## src/rtl/cpu_pc_pkg.sv

```systemverilog
// Shared definitions for the program-counter front end.
//   SEL_*          : source-select encodings seen on pc_select_reg.sel
//   STEP_DEF       : default sequential PC increment
//   RESET_ADDR_DEF : default PC value after reset
//   pc_state_e     : redirect-buffer state (RUN = nothing pending, HOLD = redirect buffered)
package cpu_pc_pkg;

    localparam int SEL_SEQ = 0;
    localparam int SEL_IMM = 1;
    localparam int SEL_ALU = 2;

    localparam int          STEP_DEF       = 2;
    localparam logic [15:0] RESET_ADDR_DEF = 16'h0000;

    typedef enum logic {
        RUN  = 1'b0,
        HOLD = 1'b1
    } pc_state_e;

endpackage

```

## src/rtl/mux_n.sv

```systemverilog
// Combinational WIDTH x NSRC binary-select multiplexer.
//   sel     : binary source index
//   data_in : flattened sources, source k is bits [k*WIDTH +: WIDTH]
//   y       : selected source; an index >= NSRC yields source 0
module mux_n #(
    parameter int WIDTH = 16,
    parameter int NSRC  = 3,
    parameter int SELW  = $clog2(NSRC)
) (
    input  logic [SELW-1:0]       sel,
    input  logic [NSRC*WIDTH-1:0] data_in,
    output logic [WIDTH-1:0]      y
);

    always_comb begin
        // Source 0 is the default, covering out-of-range indices without a latch.
        y = data_in[0 +: WIDTH];
        for (int k = 1; k < NSRC; k++) begin
            if (sel == SELW'(k)) begin
                y = data_in[k*WIDTH +: WIDTH];
            end
        end
    end

endmodule

```

## src/rtl/pc_select_reg.sv

```systemverilog
// Registered program counter with next-PC source selection.
// Picks pc+STEP or one of NSRC-1 redirect targets, holds on stall, buffers
// a redirect that arrives while stalled, and flags out-of-range selects.
//   clk, rst_n     : clock, synchronous active-low reset
//   stall          : hold the PC this cycle
//   sel            : 0 = sequential, k = targets slice k-1, >= NSRC illegal
//   targets        : flattened redirect targets, slice j = [j*WIDTH +: WIDTH]
//   pc             : current PC (registered)
//   pc_plus        : pc + STEP, combinational from pc only
//   redirect_taken : one-cycle pulse after a redirect target was loaded
//   sel_err        : sticky illegal-select flag, cleared only by reset
//   pend_valid     : a redirect is buffered awaiting stall release
module pc_select_reg
    import cpu_pc_pkg::*;
#(
    parameter int               WIDTH      = 16,
    parameter int               NSRC       = 3,
    parameter int               SELW       = $clog2(NSRC),
    parameter int               STEP       = STEP_DEF,
    parameter logic [WIDTH-1:0] RESET_ADDR = WIDTH'(RESET_ADDR_DEF)
) (
    input  logic                      clk,
    input  logic                      rst_n,
    input  logic                      stall,
    input  logic [SELW-1:0]           sel,
    input  logic [(NSRC-1)*WIDTH-1:0] targets,
    output logic [WIDTH-1:0]          pc,
    output logic [WIDTH-1:0]          pc_plus,
    output logic                      redirect_taken,
    output logic                      sel_err,
    output logic                      pend_valid
);

    // One extra bit so NSRC itself is representable when it is a power of two.
    localparam logic [SELW:0] NSRC_W = NSRC[SELW:0];

    pc_state_e        state, state_nxt;
    logic [WIDTH-1:0] pend_addr, pend_nxt;
    logic [WIDTH-1:0] pc_nxt;
    logic             rt_nxt;
    logic             sel_legal;
    logic             is_redir;
    logic [WIDTH-1:0] cand;

    assign pc_plus    = pc + WIDTH'(STEP);
    assign pend_valid = (state == HOLD);
    assign sel_legal  = ({1'b0, sel} < NSRC_W);
    assign is_redir   = sel_legal && (sel != SELW'(SEL_SEQ));

    // Illegal selects fall through to source 0, i.e. the sequential address.
    mux_n #(
        .WIDTH (WIDTH),
        .NSRC  (NSRC),
        .SELW  (SELW)
    ) u_mux (
        .sel     (sel),
        .data_in ({targets, pc_plus}),
        .y       (cand)
    );

    always_comb begin
        state_nxt = state;
        pend_nxt  = pend_addr;
        pc_nxt    = pc;
        rt_nxt    = 1'b0;
        unique case (state)
            RUN: begin
                if (!stall) begin
                    pc_nxt = cand;
                    rt_nxt = is_redir;
                end else if (is_redir) begin
                    pend_nxt  = cand;
                    state_nxt = HOLD;
                end
            end
            HOLD: begin
                if (stall) begin
                    // Newest redirect replaces the buffered one.
                    if (is_redir) begin
                        pend_nxt = cand;
                    end
                end else begin
                    pc_nxt    = is_redir ? cand : pend_addr;
                    rt_nxt    = 1'b1;
                    state_nxt = RUN;
                end
            end
            default: state_nxt = RUN;
        endcase
    end

    always_ff @(posedge clk) begin
        if (!rst_n) begin
            state          <= RUN;
            pc             <= RESET_ADDR;
            pend_addr      <= '0;
            redirect_taken <= 1'b0;
            sel_err        <= 1'b0;
        end else begin
            state          <= state_nxt;
            pc             <= pc_nxt;
            pend_addr      <= pend_nxt;
            redirect_taken <= rt_nxt;
            sel_err        <= sel_err | ~sel_legal;
        end
    end

endmodule

```

## config.mk

```make
export PLATFORM = sky130hd
export DESIGN_NAME = pc_select_reg
export DESIGN_NICKNAME = d
export VERILOG_FILES = /design/src/rtl/cpu_pc_pkg.sv /design/src/rtl/mux_n.sv /design/src/rtl/pc_select_reg.sv
export SDC_FILE = /design/constraint.sdc
export NUM_CORES = 1
export LEC_CHECK = 0
export ABC_AREA = 1
export ABC_CLOCK_PERIOD_IN_PS = 1580
export CAP_MARGIN = 20
export CORE_UTILIZATION = 35
export CTS_BUF_LIST = sky130_fd_sc_hd__clkbuf_2 sky130_fd_sc_hd__clkbuf_4 sky130_fd_sc_hd__clkbuf_8
export CTS_CLUSTER_DIAMETER = 200
export DETAILED_ROUTE_END_ITERATION = 12
export PLACE_DENSITY = 0.65
export SLEW_MARGIN = 20
export SYNTH_ARGS = -nofsm -noshare
export SYNTH_HDL_FRONTEND = slang
export SYNTH_SLANG_ARGS = --single-unit
```

## constraint.sdc

```tcl
create_clock -name clk -period 1.58 [get_ports clk]
set_input_delay 0.158 -clock clk [delete_from_list [all_inputs] [get_ports clk]]
set_output_delay 0.158 -clock clk [all_outputs]
set_load 0.03 [all_outputs]
```

**Word level (Yosys, flattened, before mapping)**

Cells that the tools add are included.

- Bits in registers: 35
- Bits of input ports: 37
- Output and inout port bits: 35
- Logic and storage cells: 31

- Add/subtract/negate cells: 1
- Magnitude comparators: 1
- Equality and inequality tests: 4
- Mux-type cells: 14
- Bitwise logic cells: 3
- Reduce and logical (&&, ||, !) cells: 3

Operator list:

| cell | count |
|---|---|
| $mux W16 | 6 |
| $pmux W16 S2 | 1 |
| $add A16 B2 Y16 const B | 1 |
| $mux W1 | 5 |
| $ne A2 B2 Y1 const B | 2 |
| $pmux W1 S2 | 2 |
| $eq A2 B1 Y1 const B | 1 |
| $eq A2 B2 Y1 const B | 1 |
| $lt A2 B2 Y1 const B | 1 |
| $not A1 Y1 | 2 |
| $reduce_and A2 Y1 | 1 |
| $reduce_bool A2 Y1 | 1 |
| $logic_and A1 B1 Y1 | 1 |
| $or A1 B1 Y1 | 1 |

**Logic depth before layout (Yosys ltp)**

- Depth after elaboration: 6
- Gate-level depth with buffers: 12
- Mapped depth without buffers: 12

**Modules after synthesis**

From an unflattened synthesis, not the netlist that was laid out.

- Cells, all modules: 391
- Area total of the unflattened synthesis: 2348.5 µm²

By module, submodules not included:

| module | instances | cells an instance | area each (µm²) | seq. area each (µm²) |
|---|---|---|---|---|
| pc_select_reg | 1 | 268 | 1791.7 | 700.7 |
| mux_n | 1 | 123 | 556.8 | 0.0 |

**Least setup slack after synthesis**

No wires, ideal clock.

- Path kind: register to register
- From: register pc[2]
- To: register pc[5]
- Library setup time: 0.059 ns
- Arrival: 2.056 ns
- Slack: -0.535 ns
- Stages on the path, launching flop included: 10
- Path buffers: 0
- Period minus slack after synthesis: 2.115 ns
- Cells stage by stage: dfxtp_1 -> ha_1 -> nand3_2 -> xnor2_1 -> nand2_1 -> a21oi_1 -> o21ai_0 -> inv_1 -> nand2_1 -> nand2_1

- Cells in the longest elaborated chain, start to end: 6
- Elaborated cells on any way between the ends: 7

Ends and longest elaborated chain:

| what | line | source |
|---|---|---|
| start, declared | pc_select_reg.sv:27 | `output logic [WIDTH-1:0] pc,` |
| start signal, assigned | pc_select_reg.sv:101 | `pc <= pc_nxt;` |
| $add A16 B2 Y16 (*) | pc_select_reg.sv:45 | `assign pc_plus = pc + WIDTH'(STEP);` |
| net pc_plus[5] | pc_select_reg.sv:28 | `output logic [WIDTH-1:0] pc_plus,` |
| $mux W16 (*) (2 in a row) | mux_n.sv:19 | `if (sel == SELW'(k)) begin` |
| $mux W16 | n/a |  |
| $mux W16 | pc_select_reg.sv:77 | `if (stall) begin` |
| $pmux W16 S2 (*) | pc_select_reg.sv:66 | `unique case (state)` |

Mark *: on every way through the listed nets, which the timed path passes. The rest lies on a longest branch. The select of a mux whose other input is x is not followed.
A chain may end at the register's enable or synchronous reset.

**Final worst setup path**

- From: register pc[2]
- To: output pc_plus[15]

- Cells in the longest elaborated chain, start to end: 1

Ends and longest elaborated chain:

| what | line |
|---|---|
| $add A16 B2 Y16 | pc_select_reg.sv:45 |
| end, declared | pc_select_reg.sv:28 |

Every way passes these cells.

==> impl_metrics.tcl <==
set metrics [dict create \
    place_inst 570 \
    totalWireLength_um 7510 \
    syn_to_final_growth_pct 64.8 \
    num_vias 2774 \
    ys_seq_area_share_pct 29.6 \
    worst_slew_pin_slew_ps 507 \
    syn_area_per_cell_sq_um 5.98 \
    drt_first_pass_iters 8 \
    final_layout_size_suffix_gt1_share_pct 29.1 \
    overflow 0 \
    yosys_warnings 0 \
    critPathLaunch "pc[2]$_SDFFE_PN0P_" \
    top_layer "met4" \
    setup_viol_count_final 20 \
    finalNonFillerCells 583 \
    cts_tree "built" \
    nets 546 \
    violations "design-rule violations, negative setup slack" \
    leakagePower_nw 1.89 \
    skew_ps 2.54 \
    start_kind "register" \
    worstSetupPathType "reg -> out" \
    dp_hpwl_um 5640 \
    rows 29 \
    grt_max_degree 22 \
    hold_buffers 0 \
    nFillCells 628 \
    grt_usage_pct 22.2 \
    synth.mux.area_fraction_pct 0 \
    drv_cap 0 \
    fin_crit_ps 1740 \
    post_drt_wl_per_cell_um 12.9 \
    worst_ep_arrival_time_ps 1590 \
    design_area_sq_um 3890 \
    drtIter0Drc 173 \
    wl_met1_um 3770 \
    crit_end "pc_plus[15]" \
    route.met2.wl_um 3410 \
    r2r_start "pc[2]$_SDFFE_PN0P_" \
    timing.rr.end "pc[9]$_SDFFE_PN0P_" \
    synth_top_family_by_area "simple AND/OR/NAND/NOR gates" \
    critPathCaptureType "output pin" \
    cts_buffer_depth 2 \
    io_buffers 71 \
    cts_buffers 5 \
    yosysUniqueCellTypes 30 \
    antenna_found_initial 0 \
    drv_slew 0 \
    slew_headroom_pct 66.2 \
    synth_top_area_cell "dfxtp_1" \
    pwr_density_cell_nw_per_um2 755 \
    hold_violations 0 \
    n_antenna_cell 0 \
    root_buffer "clkbuf_8" \
    crit_fanout 3 \
    met3_length_um 258 \
    max_freq_mhz 573 \
    grt_pass1_vias 2638 \
    status "finished with violations" \
    clkTransAtPathRegs_ps 70 \
    synth_seq_cells 35 \
    ys.flop_type "dfxtp_1" \
    worst_slack_ps -165 \
    synth_edf_count 0 \
    dpl-instance-area_sq_um 3520 \
    async_flop_share_pct 0 \
    drc 8 \
    yosysMostFrequentCell "nand2_1" \
    gp_congestion 0.827 \
    rrSetupSlack_ps -70 \
    ant_nets 0 \
    die-area_sq_um 7090 \
    worstPathRequired_ps 1420 \
    synth_compound_gate_area_share_pct 10.9 \
    cts_sinks 35 \
    die_h_um 84.2 \
    synth-simple-area-share_pct 43.8 \
    die_w_um 84.2 \
    synth-xor-area-share_pct 3.23 \
    grt_pass1_wl_um 12500 \
    clk_latency_ps 290 \
    r2r_cells 13 \
    holdCritStartpoint "sel[0]" \
    vias_per_cell 4.76 \
    ir_drop_uv 475 \
    top_level_ports 72 \
    final_core_util_pct 60.6 \
    hp-class "in -> reg" \
    synth_common_cells "159 x nand2_1, 40 x inv_1, 35 x dfxtp_1, 35 x nand3_1, 31 x nor2_1" \
    syn_area_sq_um 2360 \
    htreeDepth 2 \
    start_util_pct 36.8 \
    syn_nets 436 \
    synth_adder_area_share_pct 2.12 \
    netlist.area_leader.share_pct 29.6 \
    whs_ps 317 \
    post-route-period-util_pct 110 \
    synth_area_leaders "dfxtp_1 30%, nand2_1 25%, nand3_1 7.4%" \
    coreArea_sq_um 6420 \
    rsz0062_at_grt "true" \
    netlist_instances 395 \
]
-- cells by family (layout without fill, tap and decap cells) --
kind of cell,count (synthesis),in the layout
AND/OR/NAND/NOR,244,244
buffers and inverters,60,171
AO/OA/AOI/OAI,45,45
flip-flops,35,35
XOR/XNOR,7,7
adder cells (fa/ha/maj),4,4
-- report_power, final --
part           switching (mW)  leakage, nW  internal [mW]  total (mW)
clock network           0.343       0.0612          0.511       0.853
logic                   0.591         1.53          0.485        1.08
registers              0.0563        0.291          0.955        1.01
total                   0.990         1.89           1.95        2.94
-- worst max-delay path: stages, from the launching register on --
cell and delay, ps:
dfxtp_4 380, ha_4 160, buf_6 100, nand3_4 70
nor2_4 170, nand4_1 180, nand2_2 100, buf_6 130
-- final cells by class --
| class | count | area (sq um) | share of cell area (%) |
|---|---|---|---|
| multi-input cells | 300 | 1650 | 42.5 |
| repair buffers | 121 | 1150 | 29.5 |
| flip-flops and latches | 35 | 718 | 18.4 |
| inverters | 42 | 160 | 4.11 |
| well taps | 77 | 96.3 | 2.47 |
| clock buffers | 6 | 82.6 | 2.12 |
| clock inverters | 2 | 35.0 | 0.899 |
-- flip-flops by register name, indices dropped and copies added (netlist names) --
| name | count |
|---|---|
| pc | 16 |
| pend_valid | 1 |
| pend_addr | 16 |
| redirect_taken | 1 |
| sel_err | 1 |
-- placed cells by master (no fill, tap or decap), types with 3 or more instances in the layout --
master and count:
nand2_1 138, buf_4 44, clkdlybuf4s50_1 41, inv_1 36, nor2_1 29, dfxtp_1 27
nand3_1 25, nand2_2 24, buf_6 16, dlygate4sd2_1 14, o21ai_0 11, nand3_2 10
a21oi_1 9, o22ai_1 9, nor2_4 6, nand4_1 6, clkbuf_8 6, o21ai_1 5
dfxtp_2 5, inv_2 4, a21oi_2 4, buf_12 4, xor2_2 3, dfxtp_4 3
-- what timing repair did --
action                                  in CTS  in global routing
gates resized for setup                     58                 34
endpoints found under the setup margin      40                 43
setup buffers                                5                  1
pin swaps                                   22                 22
-- routing by layer --
layer,track usage [%],up-vias
li1,-,1462
met1,30.9,1256
met2,35.9,51
met3,3.64,5
met4,5.80,0
met5,0,-
-- how the worst min path moves through the flow --
stage	to	cells past startpoint	slack, ps
after global placement	pend_addr[0]$_SDFFE_PN0P_	2	440
after floorplan	sel_err$_SDFF_PN0_	2	290
final	sel_err$_SDFF_PN0_	4	320
after CTS	sel_err$_SDFF_PN0_	4	410
after global routing	sel_err$_SDFF_PN0_	4	380
after detailed placement	pend_addr[8]$_SDFFE_PN0P_	2	440
-- per-stage QoR --
stage          total power [mW]  setup slack (ps)  TNS, ps
2_1_floorplan              1.58             -49.2    -67.4
3_3_place_gp               2.03              -388    -8770
3_5_place_dp               2.03              -409    -9730
4_1_cts                    2.91              -184    -1920
5_1_grt                    3.09              -226    -3880
6_report                   2.94              -165    -1520
(Power assumes the default switching activity.)
